### src/rtl/fp_mult_mantissa_seq_if.sv
// Handshake and data bundle between the binary32 operand source and the
// mantissa-multiplier front end.
interface fp_mult_mantissa_seq_if #(
    parameter int unsigned MANT_W = 24,
    parameter int unsigned EXP_W  = 8
);
    logic                  in_valid;
    logic                  in_ready;
    logic [31:0]           a;
    logic [31:0]           b;
    logic                  out_valid;
    logic                  out_ready;
    logic [2*MANT_W-1:0]   P;
    logic [EXP_W+1:0]      S;
    logic                  sign;
    logic                  zero;
    logic                  special;

    modport master (
        output in_valid, a, b, out_ready,
        input  in_ready, out_valid, P, S, sign, zero, special
    );

    modport slave (
        input  in_valid, a, b, out_ready,
        output in_ready, out_valid, P, S, sign, zero, special
    );
endinterface

### src/rtl/fp_mult_mantissa_seq.sv
// Binary32 multiplier front end: unpacks operands, sums exponents and forms
// the raw 48-bit significand product with a radix-2 shift-add loop.
module fp_mult_mantissa_seq #(
    parameter int unsigned MANT_W = 24,
    parameter int unsigned EXP_W  = 8,
    parameter int unsigned BIAS   = 127
) (
    input logic                   clk,
    input logic                   rst,
    fp_mult_mantissa_seq_if.slave bus
);
    localparam int unsigned CntW = $clog2(MANT_W);
    localparam int unsigned SW   = EXP_W + 2;
    localparam int unsigned PW   = 2 * MANT_W;

    typedef enum logic [1:0] {StIdle, StBusy, StDone} state_e;

    state_e              state_q, state_d;
    logic [MANT_W-1:0]   mcand_q, mcand_d;
    logic [MANT_W-1:0]   mplr_q, mplr_d;
    logic [MANT_W:0]     acc_q, acc_d;
    logic [CntW-1:0]     cnt_q, cnt_d;
    logic [PW-1:0]       p_q, p_d;
    logic [SW-1:0]       s_q, s_d;
    logic                sign_q, sign_d;
    logic                zero_q, zero_d;
    logic                special_q, special_d;

    logic [EXP_W-1:0]    ea, eb;
    logic                op_zero, op_inf;
    logic [SW-1:0]       exp_sum;
    logic [MANT_W:0]     sum;
    logic [PW:0]         shifted;

    assign ea      = bus.a[MANT_W-1 +: EXP_W];
    assign eb      = bus.b[MANT_W-1 +: EXP_W];
    assign op_zero = (ea == '0) || (eb == '0);
    assign op_inf  = (ea == '1) || (eb == '1);
    assign exp_sum = {2'b00, ea} + {2'b00, eb} - SW'(BIAS);

    // Carry out of the add lands in sum[MANT_W] and shifts down into acc bit MANT_W-1.
    assign sum     = acc_q + {1'b0, (mplr_q[0] ? mcand_q : '0)};
    assign shifted = {sum, mplr_q} >> 1;

    always_comb begin
        state_d   = state_q;
        mcand_d   = mcand_q;
        mplr_d    = mplr_q;
        acc_d     = acc_q;
        cnt_d     = cnt_q;
        p_d       = p_q;
        s_d       = s_q;
        sign_d    = sign_q;
        zero_d    = zero_q;
        special_d = special_q;
        unique case (state_q)
            StIdle: begin
                if (bus.in_valid) begin
                    mcand_d   = {1'b1, bus.a[MANT_W-2:0]};
                    mplr_d    = {1'b1, bus.b[MANT_W-2:0]};
                    acc_d     = '0;
                    cnt_d     = '0;
                    sign_d    = bus.a[31] ^ bus.b[31];
                    zero_d    = op_zero;
                    special_d = op_inf && !op_zero;
                    if (op_zero) begin
                        p_d     = '0;
                        s_d     = '0;
                        state_d = StDone;
                    end else begin
                        s_d     = exp_sum;
                        state_d = StBusy;
                    end
                end
            end
            StBusy: begin
                acc_d  = shifted[PW:MANT_W];
                mplr_d = shifted[MANT_W-1:0];
                cnt_d  = cnt_q + 1'b1;
                if (cnt_q == CntW'(MANT_W - 1)) begin
                    p_d     = shifted[PW-1:0];
                    state_d = StDone;
                end
            end
            StDone: begin
                if (bus.out_ready) begin
                    state_d = StIdle;
                end
            end
            default: state_d = StIdle;
        endcase
    end

    always_ff @(posedge clk) begin
        if (rst) begin
            state_q   <= StIdle;
            mcand_q   <= '0;
            mplr_q    <= '0;
            acc_q     <= '0;
            cnt_q     <= '0;
            p_q       <= '0;
            s_q       <= '0;
            sign_q    <= 1'b0;
            zero_q    <= 1'b0;
            special_q <= 1'b0;
        end else begin
            state_q   <= state_d;
            mcand_q   <= mcand_d;
            mplr_q    <= mplr_d;
            acc_q     <= acc_d;
            cnt_q     <= cnt_d;
            p_q       <= p_d;
            s_q       <= s_d;
            sign_q    <= sign_d;
            zero_q    <= zero_d;
            special_q <= special_d;
        end
    end

    assign bus.in_ready  = (state_q == StIdle);
    assign bus.out_valid = (state_q == StDone);
    assign bus.P         = p_q;
    assign bus.S         = s_q;
    assign bus.sign      = sign_q;
    assign bus.zero      = zero_q;
    assign bus.special   = special_q;
endmodule
### src/flat_wrapper.sv
// flat-port wrapper written by rule: the top's interface ports become plain ports
module fp_mult_mantissa_seq_flat 
#(
    parameter int unsigned MANT_W = 24,
    parameter int unsigned EXP_W  = 8,
    parameter int unsigned BIAS   = 127
)
  (clk, rst, bus_in_valid, bus_a, bus_b, bus_out_ready, bus_in_ready, bus_out_valid, bus_P, bus_S, bus_sign, bus_zero, bus_special);
  fp_mult_mantissa_seq_if #(.MANT_W(MANT_W), .EXP_W(EXP_W)) bus_i ();
  input logic clk;
  input logic rst;
  input wire logic [$bits(bus_i.in_valid)-1:0] bus_in_valid;
  input wire logic [$bits(bus_i.a)-1:0] bus_a;
  input wire logic [$bits(bus_i.b)-1:0] bus_b;
  input wire logic [$bits(bus_i.out_ready)-1:0] bus_out_ready;
  output wire logic [$bits(bus_i.in_ready)-1:0] bus_in_ready;
  output wire logic [$bits(bus_i.out_valid)-1:0] bus_out_valid;
  output wire logic [$bits(bus_i.P)-1:0] bus_P;
  output wire logic [$bits(bus_i.S)-1:0] bus_S;
  output wire logic [$bits(bus_i.sign)-1:0] bus_sign;
  output wire logic [$bits(bus_i.zero)-1:0] bus_zero;
  output wire logic [$bits(bus_i.special)-1:0] bus_special;
  assign bus_i.in_valid = bus_in_valid;
  assign bus_i.a = bus_a;
  assign bus_i.b = bus_b;
  assign bus_i.out_ready = bus_out_ready;
  assign bus_in_ready = bus_i.in_ready;
  assign bus_out_valid = bus_i.out_valid;
  assign bus_P = bus_i.P;
  assign bus_S = bus_i.S;
  assign bus_sign = bus_i.sign;
  assign bus_zero = bus_i.zero;
  assign bus_special = bus_i.special;
  fp_mult_mantissa_seq #(.MANT_W(MANT_W), .EXP_W(EXP_W), .BIAS(BIAS)) u_core (.clk(clk), .rst(rst), .bus(bus_i));
endmodule
### config.mk
export PLATFORM = sky130hd
export DESIGN_NAME = fp_mult_mantissa_seq_flat
export DESIGN_NICKNAME = d
export VERILOG_FILES = /design/src/rtl/fp_mult_mantissa_seq_if.sv /design/src/rtl/fp_mult_mantissa_seq.sv /design/src/flat_wrapper.sv
export SDC_FILE = /design/constraint.sdc
export NUM_CORES = 1
export LEC_CHECK = 0
export BUFFER_PORTS_ARGS = -buffer_cell sky130_fd_sc_hd__buf_2
export CAP_MARGIN = 0
export CORE_ASPECT_RATIO = 1.5
export CORE_MARGIN = 5
export CORE_UTILIZATION = 50
export CTS_CLUSTER_DIAMETER = 100
export DETAILED_ROUTE_END_ITERATION = 8
export PLACE_DENSITY = 0.73
export SKIP_LAST_GASP = 1
export SYNTH_ARGS = -nofsm -noshare
export SYNTH_HDL_FRONTEND = slang
export SYNTH_SLANG_ARGS = --single-unit
### constraint.sdc
create_clock -name clk -period 9.5 [get_ports clk]
set_input_delay 2.375 -clock clk [delete_from_list [all_inputs] [get_ports clk]]
set_output_delay 2.375 -clock clk [all_outputs]
set_load 0.005 [all_outputs]
==> results of run 1 <==
## worst reg2reg max path: stages, from the launching register on
cell and delay [ns]:
sky130_fd_sc_hd__dfxtp_1 0.82, sky130_fd_sc_hd__and2_1 0.25, sky130_fd_sc_hd__ha_1 0.17, sky130_fd_sc_hd__inv_1 0.06, sky130_fd_sc_hd__fa_1 0.40, sky130_fd_sc_hd__nand2b_1 0.17, sky130_fd_sc_hd__a21oi_1 0.14, sky130_fd_sc_hd__o21ai_1 0.14
sky130_fd_sc_hd__a31oi_1 0.43, sky130_fd_sc_hd__a31oi_1 0.23, sky130_fd_sc_hd__xnor2_1 0.35, sky130_fd_sc_hd__a22o_1 0.22
## layout make-up
class	instances	area (µm²)	share of cell area
repair buffers	136	698	0.0822
well taps	192	240	0.0283
flip-flops and latches	140	2800	0.330
clock inverters	15	186	0.0220
inverters	18	67.6	0.00796
clock buffers	17	425	0.0501
multi-input cells	682	4070	0.480
## flip-flops by register name (all words and copies together) (netlist names)
| signal | flops |
|---|---|
| u_core.bus.P | 48 |
| u_core.acc_q | 24 |
| u_core.mcand_q | 24 |
| u_core.mplr_q | 24 |
| u_core.bus.S | 10 |
| u_core.cnt_q | 5 |
| u_core.state_q | 2 |
| u_core.bus.sign | 1 |
| u_core.bus.special | 1 |
| u_core.bus.zero | 1 |
## path summary, 6_finish.rpt
| kind | startpoint | endpoint | slack [ns] | depth (start not counted) |
|---|---|---|---|---|
| max | bus_a[23] | u_core.bus.S[8] | 4.99 | 11 |
| min | u_core.bus.P[9] | u_core.bus.P[9] | 0.45 | 2 |
| max reg2reg | u_core.mplr_q[0] | u_core.acc_q[17] | 6.07 | 11 |
| min reg2reg | u_core.bus.P[9] | u_core.bus.P[9] | 0.45 | 2 |
## cells in the final DEF, fill, tap and decap left out, drive strengths merged, types with 6 or more instances in the layout
cell | Yosys | routed
a21o | 12 | 12
a22o | 20 | 20
a22oi | 11 | 11
inv | 18 | 27
dfxtp | 140 | 140
nand2b | 11 | 11
nand2 | 162 | 162
clkbuf | 37 | 17
a311oi | 20 | 20
and2 | 27 | 27
ha | 34 | 34
a31oi | 9 | 9
nor2 | 84 | 84
nand4 | 11 | 11
o21ai | 21 | 21
clkinv | 0 | 6
nand3 | 42 | 42
a21oi | 103 | 103
nor3 | 6 | 6
xor2 | 10 | 10
buf | 15 | 136
xnor2 | 21 | 21
nor2b | 8 | 8
## power by group
group,internal (µW),total [µW],switching [µW]
clock network,360,670,310
registers,611,630,19.0
logic,64.1,163,98.5
## metrics by stage
stage,setup WS (ns),utilization
global route,4.78,0.607
floorplan,4.87,-
finish,4.99,0.607
CTS,5.01,0.607
global placement,4.59,0.563
detailed placement,4.56,0.563
## kinds of logic (layout without fill, tap and decap cells)
kind of cell    after synthesis  count (layout)  synth area share
xor+xnor                     31              31            0.0381
fa+ha+maj                    36              36            0.0653
mux                           2               2           0.00281
compound gates              238             238             0.225
flops                       140             140             0.393
buf+inv                      70             186            0.0383
simple gates                375             375             0.238
## layer usage
layer / vias up / track usage / wire [µm]
met5: - / 0 / 0
met4: 0 / 0.0830 / 448
met3: 35 / 0.0442 / 945
met2: 176 / 0.428 / 10300
met1: 3088 / 0.270 / 7940
li1: 3365 / - / -
==> impl_metrics.tcl, run 1 <==
set metrics [dict create \
    cts.reportedPaths.clkPinSlew_ns 0.08 \
    area_of_the_core_um2 14000 \
    synthesis.instances 892 \
    synth.distinct_cells 62 \
    fin_crit_ns 4.51 \
    crit_path_max_fanout 4 \
    max_cap_viol_count 0 \
    cts_made_buffers 17 \
    synth_largest_type_area_fraction 0.393 \
    timing_worst_slew_pin_value_ns 1.15 \
    setup-violations-final 0 \
    worst_skew_late_latency_ns 0.43 \
    fmaxAchievable_mhz 222 \
    worstSetupPathType "in2reg" \
    result_of_the_run "finished clean" \
    ctsHtreeMaxLevel 4 \
    cts-root-to-sink-buffers 2 \
    layout-drive-gt1-share 0.188 \
    fin_worst_skew_ns 0.0157 \
    drt-pass1-iter-count 5 \
    die_width_um 108 \
    tritoncts "done" \
    grtUsageTotal 0.234 \
    synth_largest_area_cell "sky130_fd_sc_hd__dfxtp_1" \
    num_io_pins 131 \
    grt_max_degree 94 \
    grt_first_pass_wirelength_um 31800 \
    syn_area_um2 7130 \
    worstSetupEndpointType "flip-flop" \
    detailed_place.area_um2 7880 \
    setup_total_negative_slack_ns 0 \
    synth_seq_cells 140 \
    synth-edff-count 0 \
    placementRows 53 \
    detailedRoute.firstIterationViolations 343 \
    first_global_vias 6616 \
    port_buffers 130 \
    yosys_warnings 0 \
    cellLeakagePower_uw 0.00370 \
    path_cells "buf_2 > ha_1 > inv_1 > fa_1 > nand2b_1 > o2bb2ai_1 > a2111o_1 > nor4_1 > o31ai_1 > a221oi_2 > o31ai_2" \
    worstPathArrival_ns 4.78 \
    synth_top_cells_by_count "sky130_fd_sc_hd__nand2_1, sky130_fd_sc_hd__dfxtp_1, sky130_fd_sc_hd__a21oi_1" \
    detailedPlacementHpwl_um 14100 \
    wl_um 19600 \
    slew_viol_final 0 \
    die-area_um2 16800 \
    detailroute.via_count 6664 \
    detail_route.vias_per_cell 5.55 \
    number_of_gates_resized_after_cts 0 \
    synth_area_per_cell_um2 7.99 \
    category_of_the_worst_setup_path_launch_point "input port" \
    final_nets 1099 \
    critical_path.max_stage_delay_ns 0.45 \
    hold-worst-slack_ns 0.448 \
    slowest_stage "sky130_fd_sc_hd__a2111o_1" \
    report.final.hold_viol_count 0 \
    worst_ep_required_time_ns 9.77 \
    timing.slew.headroom 0.234 \
    critical_path.n_buffers_inverters 2 \
    initial_cell_density_of_the_core 0.510 \
    cts-root-buf "sky130_fd_sc_hd__clkbuf_16" \
    rsz0062_at_grt "false" \
    worstHoldPathType "reg2reg" \
    die_h_um 156 \
    grt_antenna_before_repair 0 \
    placed_cells_incl_taps 1168 \
    route.detailed.drc 0 \
    fin_total_pwr_uw 1460 \
    synthArstFlopShare 0 \
    post-cts-setup-buffer-count 0 \
    final_instance_count_excl_fillers 1200 \
    antenna-diode-count 0 \
    pwr_density_cell_nw_per_um2 172 \
    synth_fp_nets 996 \
    wl_per_cell_um 16.3 \
    design_area_um2 8490 \
    post-synth-top-count-cell "sky130_fd_sc_hd__nand2_1" \
    ys.flop_type "sky130_fd_sc_hd__dfxtp_1" \
    overflow 0 \
    vdd_ir_drop_max_mv 0.0939 \
    finalWeightedCongestion 0.964 \
    cts-hold-fix-buffers 0 \
    area_growth_syn_to_layout_pct 19.1 \
    sequential_area_share_after_synthesis 0.393 \
    critical_path.top_delay_family "compound AO/OA/AOI/OAI gates" \
    cts.sinks 140 \
    layout.filler_cells 1291 \
    final_antenna_net_count 0 \
    synth_area_leaders "sky130_fd_sc_hd__dfxtp_1, sky130_fd_sc_hd__nand2_1, sky130_fd_sc_hd__a21oi_1" \
    layout_worst_path_cycle_share 0.475 \
]
(Power assumes the default switching activity.)
==> run 2: changes to the inputs <==
==> constraint.sdc (replaced) <==
create_clock -name clk -period 4.7 [get_ports clk]
set_input_delay 1.175 -clock clk [delete_from_list [all_inputs] [get_ports clk]]
set_output_delay 1.175 -clock clk [all_outputs]
set_load 0.005 [all_outputs]
==> run 2 against run 1 <==
  * Core utilization rose by 0.26 points
  * Non-clock buffer count is 4 higher
  * Hold slack about the same
  * Critical path depth stayed put
  * Setup slack got worse by 3.7 ns
  * Die area stayed put
  * Via count is 1.2% higher
  * Combinational power is 110% higher
  * Clock-buffer cell count unchanged
  * Global-route usage rose by 0.13 points
==> impl_metrics.tcl, run 2 (same netlist as run 1, synthesis figures left out) <==
set metrics [dict create \
    result_of_the_run "finished clean" \
    first_global_vias 6619 \
    detailroute.via_count 6747 \
    area_of_the_core_um2 14000 \
    timing_worst_slew_pin_value_ns 0.835 \
    wl_per_cell_um 16.4 \
    placementRows 53 \
    timing.reg2reg.worst_path_depth 11 \
    grt.busiest_layer "met2" \
    grt_first_pass_wirelength_um 31900 \
    grt_antenna_before_repair 0 \
    global_route.usage.met3 0.0499 \
    worst_hold_path.num_cells 2 \
    fin_util 0.610 \
    crit_path_max_fanout 4 \
    reg2reg_slack_ns 1.59 \
    report.final.hold_viol_count 0 \
    final_instance_count_excl_fillers 1204 \
    antenna-diode-count 0 \
    detailedPlacementHpwl_um 14100 \
    num_io_pins 131 \
    initial_cell_density_of_the_core 0.510 \
    ctsHtreeMaxLevel 4 \
    cts_made_buffers 17 \
    area_growth_syn_to_layout_pct 19.6 \
    wl_um 19700 \
    final_nets 1103 \
    pwr_density_cell_nw_per_um2 350 \
    setup_total_negative_slack_ns 0 \
    grt_max_degree 57 \
    setup-violations-final 0 \
    grt_use_met2 0.426 \
    worstSetupPathType "in2reg" \
    die_width_um 108 \
    overflow 0 \
    worst_r2r_endpoint "u_core.acc_q[11]" \
    number_of_gates_resized_after_cts 0 \
    tritoncts "done" \
    cts-root-buf "sky130_fd_sc_hd__clkbuf_16" \
    worst_skew_late_latency_ns 0.43 \
    cts.reportedPaths.clkPinSlew_ns 0.06 \
    cellLeakagePower_uw 0.00372 \
    cts-hold-fix-buffers 0 \
    final_antenna_net_count 0 \
    cts-root-to-sink-buffers 2 \
    die_h_um 156 \
    timing.slew.headroom 0.439 \
    category_of_the_worst_setup_path_launch_point "input port" \
    gr-usage-met1 0.274 \
    rsz0062_at_grt "false" \
    detailedRoute.firstIterationViolations 341 \
    max_cap_viol_count 0 \
    fin_crit_ns 3.36 \
    most-common-layout-cells "sky130_fd_sc_hd__nand2_1, sky130_fd_sc_hd__dfxtp_1, sky130_fd_sc_hd__buf_2, sky130_fd_sc_hd__a21oi_1, sky130_fd_sc_hd__nor2_1" \
    layout-drive-gt1-share 0.191 \
    fin_worst_skew_ns 0.0134 \
    port_buffers 130 \
    drt-pass1-iter-count 6 \
    layout.cells.most_common "sky130_fd_sc_hd__nand2_1" \
    cts.sinks 140 \
    fmaxAchievable_mhz 297 \
    layout_worst_path_cycle_share 0.716 \
    finalWeightedCongestion 0.959 \
    hold_start "u_core.bus.S[2]" \
    post-cts-setup-buffer-count 0 \
    worstHoldPathType "reg2reg" \
    die-area_um2 16800 \
    detail_route.vias_per_cell 5.60 \
    whs_endpoint "u_core.bus.S[2]" \
    slew_viol_final 0 \
    worst_ep_required_time_ns 4.99 \
    worst_r2r_startpoint "u_core.mplr_q[0]" \
    layout.filler_cells 1305 \
    placed_cells_incl_taps 1172 \
    vdd_ir_drop_max_mv 0.227 \
    worstSetupEndpointType "flip-flop" \
    worstPathArrival_ns 3.65 \
    route.detailed.drc 0 \
    grtUsageTotal 0.236 \
    largest_reg_flops 48 \
]
run 2: where the power goes:
| part | switching [µW] | internal (µW) | total (µW) |
|---|---|---|---|
| Combinational | 206 | 133 | 339 |
| Sequential | 36.4 | 1230 | 1270 |
| Clock | 607 | 771 | 1380 |
run 2: layer usage:
metal	vias up	part of all wire
met4	0	0.025
met2	185	0.53
met1	3161	0.41
li1	3361	-
met3	40	0.044
met5	-	0
run 2: worst max-delay path by stage:
stage                     startpoint              end  slack (ns)  cells past startpoint
after floorplan            bus_b[23]  u_core.bus.S[7]        1.27                      9
after global placement     bus_a[23]  u_core.bus.S[8]        1.01                     11
after detailed placement   bus_a[23]  u_core.bus.S[8]        0.93                     11
after CTS                  bus_a[23]  u_core.bus.S[8]        1.38                     11
after global routing       bus_b[23]  u_core.bus.S[8]        1.18                     11
final                      bus_a[23]  u_core.bus.S[8]        1.34                     11
run 2: critical path, stage by stage:
cell and delay (ns):
sky130_fd_sc_hd__buf_2 0.11, sky130_fd_sc_hd__ha_1 0.18, sky130_fd_sc_hd__inv_1 0.07, sky130_fd_sc_hd__fa_1 0.41, sky130_fd_sc_hd__nand2b_1 0.22, sky130_fd_sc_hd__o2bb2ai_1 0.18, sky130_fd_sc_hd__a2111o_1 0.45, sky130_fd_sc_hd__nor4_1 0.38
sky130_fd_sc_hd__o31ai_1 0.13, sky130_fd_sc_hd__a221oi_2 0.26, sky130_fd_sc_hd__o31ai_2 0.08
run 2: layout make-up:
cell class | instances | area [µm²] | area share
Sequential cell | 140 | 2800 | 0.329
Multi-Input combinational cell | 682 | 4070 | 0.477
Clock buffer | 17 | 425 | 0.0499
Inverter | 18 | 67.6 | 0.00792
Tap cell | 192 | 240 | 0.0282
Clock inverter | 15 | 193 | 0.0226
Timing Repair Buffer | 140 | 728 | 0.0854
run 2: stage by stage:
step | hold slack, ns | area [µm²] | setup slack (ns) | total power [µW]
final | 0.449 | 8530 | 1.34 | 2990
after global routing | 0.471 | 8530 | 1.18 | 3120
after CTS | 0.451 | 8530 | 1.38 | 3010
after detailed placement | 0.443 | 7910 | 0.926 | 1630
after global placement | 0.437 | 7910 | 1.01 | 1630
after floorplan | 0.432 | 7130 | 1.27 | 1520
==> run 3: changes to the inputs <==
--- a/config.mk
+++ b/config.mk
@@ -5,6 +5,7 @@
 export SDC_FILE = /design/constraint.sdc
 export NUM_CORES = 1
 export LEC_CHECK = 0
+export ABC_AREA = 1
 export BUFFER_PORTS_ARGS = -buffer_cell sky130_fd_sc_hd__buf_2
 export CAP_MARGIN = 0
 export CORE_ASPECT_RATIO = 1.5
@@ -12,7 +13,7 @@
 export CORE_UTILIZATION = 50
 export CTS_CLUSTER_DIAMETER = 100
 export DETAILED_ROUTE_END_ITERATION = 8
-export PLACE_DENSITY = 0.73
+export PLACE_DENSITY = 0.76
 export SKIP_LAST_GASP = 1
 export SYNTH_ARGS = -nofsm -noshare
 export SYNTH_HDL_FRONTEND = slang
==> constraint.sdc (replaced) <==
create_clock -name clk -period 2.8 [get_ports clk]
set_input_delay 0.7 -clock clk [delete_from_list [all_inputs] [get_ports clk]]
set_output_delay 0.7 -clock clk [all_outputs]
set_load 0.005 [all_outputs]
==> run 3 against run 2 <==
  * Synthesized cell count grew 20%
  * Sequential cell count unchanged
  * Power is 80% higher
  * Via count rose by 8.6%
  * Cell count increased by 16%
  * Clock skew is 0.0046 ns lower
  * Global-route usage decreased by 0.20 points
  * Sequential power is 74% higher
  * Combinational power increased by 130%
  * First-iteration DRC count down 5.0%
  * Clock power grew 71%
  * Area after synthesis rose by 2.6%
  * Critical endpoint is now u_core.acc_q[17]
  * Largest power group unchanged
  * Highest routed layer unchanged
==> impl_metrics.tcl, run 3 <==
set metrics [dict create \
    layout.cells.most_common "sky130_fd_sc_hd__nand2_1" \
    synth_area_leaders "sky130_fd_sc_hd__dfxtp_1, sky130_fd_sc_hd__nand2_1, sky130_fd_sc_hd__a21oi_1" \
    category_of_the_worst_setup_path_launch_point "flip-flop" \
    first_global_vias 6964 \
    grtUsageTotal 0.234 \
    cts-hold-fix-buffers 0 \
    synth_area_per_cell_um2 6.84 \
    timing_worst_slew_pin_value_ns 0.536 \
    final_antenna_net_count 0 \
    finalWeightedCongestion 0.920 \
    post-synth-top-count-cell "sky130_fd_sc_hd__nand2_1" \
    final_nets 1290 \
    tritoncts "done" \
    fin_crit_ns 2.36 \
    fin_worst_skew_ns 0.00875 \
    syn_area_um2 7320 \
    pwr_density_cell_nw_per_um2 613 \
    initial_cell_density_of_the_core 0.506 \
    most-common-layout-cells "sky130_fd_sc_hd__nand2_1, sky130_fd_sc_hd__nor2_1, sky130_fd_sc_hd__dfxtp_1, sky130_fd_sc_hd__buf_2, sky130_fd_sc_hd__a21oi_1" \
    cts-root-to-sink-buffers 2 \
    layout-drive-gt1-share 0.157 \
    max_cap_viol_count 0 \
    setup-violations-final 0 \
    drt-pass1-iter-count 5 \
    die_width_um 109 \
    detail_route.vias_per_cell 5.25 \
    vdd_ir_drop_max_mv 0.477 \
    antenna-diode-count 0 \
    port_buffers 130 \
    critical_path.max_stage_delay_ns 0.38 \
    synth_seq_cells 140 \
    cts-root-buf "sky130_fd_sc_hd__clkbuf_16" \
    cts.sinks 140 \
    worst_ep_required_time_ns 3.14 \
    crit_path_max_fanout 5 \
    worst_skew_late_latency_ns 0.42 \
    result_of_the_run "finished clean" \
    yosys_warnings 0 \
    worstPathArrival_ns 2.70 \
    grt_first_pass_wirelength_um 32100 \
    grt_antenna_before_repair 0 \
    sequential_area_share_after_synthesis 0.383 \
    report.final.hold_viol_count 0 \
    die-area_um2 17200 \
    ys.flop_type "sky130_fd_sc_hd__dfxtp_1" \
    worstSetupEndpointType "flip-flop" \
    synth_largest_area_cell "sky130_fd_sc_hd__dfxtp_1" \
    worstSetupPathType "reg2reg" \
    wl_um 19600 \
    detailedRoute.firstIterationViolations 324 \
    synth_top_cells_by_count "sky130_fd_sc_hd__nand2_1, sky130_fd_sc_hd__nor2_1, sky130_fd_sc_hd__dfxtp_1" \
    layout.filler_cells 1451 \
    placementRows 54 \
    grt_max_degree 49 \
    number_of_gates_resized_after_cts 0 \
    cts_made_buffers 17 \
    rsz0062_at_grt "false" \
    ctsHtreeMaxLevel 4 \
    cellLeakagePower_uw 0.00422 \
    synth_fp_nets 1174 \
    fin_util 0.605 \
    area_growth_syn_to_layout_pct 19.7 \
    area_of_the_core_um2 14500 \
    post-cts-setup-buffer-count 0 \
    setup_total_negative_slack_ns 0 \
    cts.reportedPaths.clkPinSlew_ns 0.06 \
    wl_per_cell_um 14.1 \
    path_cells "nand2_1 > inv_1 > ha_1 > inv_1 > fa_1 > inv_1 > nand2_1 > a21oi_1 > nand2_1 > nand2_1 > nand2_1 > nand2_1 > nand2_1 > nand3b_1 > nand3_1 > a21oi_1" \
    synth_largest_type_area_fraction 0.383 \
    overflow 0 \
    slowest_stage "sky130_fd_sc_hd__dfxtp_1" \
    cp_common_cell "sky130_fd_sc_hd__nand2_1" \
    detailedPlacementHpwl_um 14600 \
    detailroute.via_count 7324 \
    num_io_pins 131 \
    slew_viol_final 0 \
    layout_worst_path_cycle_share 0.843 \
    synthesis.instances 1070 \
    timing.slew.headroom 0.643 \
    synth-edff-count 0 \
    largest_reg_flops 48 \
    die_h_um 158 \
    synthArstFlopShare 0 \
    route.detailed.drc 0 \
    synth.distinct_cells 39 \
    worstHoldPathType "reg2reg" \
    fmaxAchievable_mhz 424 \
]
## run 3: changes by cell type after synthesis, sizes merged, moves of 13 or more
| cell | before | now |
|---|---|---|
| a22o | 20 | 0 |
| nand2 | 162 | 254 |
| and2 | 27 | 0 |
| o21bai | 4 | 17 |
| xnor2 | 21 | 1 |
| a311oi | 20 | 0 |
| o21ai | 21 | 58 |
| nor2 | 84 | 149 |
| nand3 | 42 | 65 |
| inv | 18 | 99 |
## run 3: path summary, 6_finish.rpt
| check | end | from | slack (ns) | cells past startpoint |
|---|---|---|---|---|
| setup / recovery | u_core.acc_q[17] | u_core.mplr_q[0] | 0.44 | 16 |
| hold / removal | u_core.bus.S[1] | u_core.bus.S[1] | 0.46 | 2 |
| setup reg to reg | u_core.acc_q[17] | u_core.mplr_q[0] | 0.44 | 16 |
| hold reg to reg | u_core.bus.S[1] | u_core.bus.S[1] | 0.46 | 2 |
## run 3: final cells by class
| type | instances | area (µm²) | area share |
|---|---|---|---|
| Inverter | 101 | 380 | 0.0435 |
| Multi-Input combinational cell | 779 | 3900 | 0.446 |
| Clock inverter | 13 | 179 | 0.0204 |
| Timing Repair Buffer | 147 | 806 | 0.0921 |
| Clock buffer | 18 | 439 | 0.0502 |
| Sequential cell | 140 | 2800 | 0.320 |
| Tap cell | 196 | 245 | 0.0280 |
## run 3: worst max-delay path, delay by kind of cell (launching register included)
kind | cells | cell delay, ns
flops | 1 | 0.38
buf+inv | 3 | 0.17
simple gates | 9 | 0.88
fa+ha+maj | 2 | 0.50
compound gates | 2 | 0.37
## run 3: metrics by stage
stage                     hold WS, ns  worst slack [ns]  power [µW]  cells  instance area [µm²]
after floorplan                 0.440             0.323        2770   1070                 7320
after global placement          0.449             0.110        3040   1363                 8140
after detailed placement        0.455            0.0785        3050   1363                 8140
after CTS                       0.464             0.416        5400   1394                 8750
after global routing            0.481             0.157        5620   1394                 8750
final                           0.462             0.440        5370   1394                 8750
## run 3: cells by family (layout without fill, tap and decap cells)
kind of cell / after synthesis / count (layout) / synth area share
compound gates: 227 / 227 / 0.172
xor+xnor: 1 / 1 / 0.00120
fa+ha+maj: 36 / 36 / 0.0636
buf+inv: 151 / 279 / 0.0853
flops: 140 / 140 / 0.383
simple gates: 515 / 515 / 0.295
## run 3: layer usage
layer	track usage	part of all wire
met1	0.262	0.39
met2	0.432	0.54
met3	0.0375	0.035
met4	0.0975	0.029
met5	0	0
## run 3: power breakdown
part | switching, µW | internal (µW) | total (µW) | leakage (µW)
sequential | 72.9 | 2140 | 2210 | 0.00114
clock | 920 | 1440 | 2360 | 0.000300
combinational | 488 | 306 | 795 | 0.00278
total | 1480 | 3890 | 5370 | 0.00422
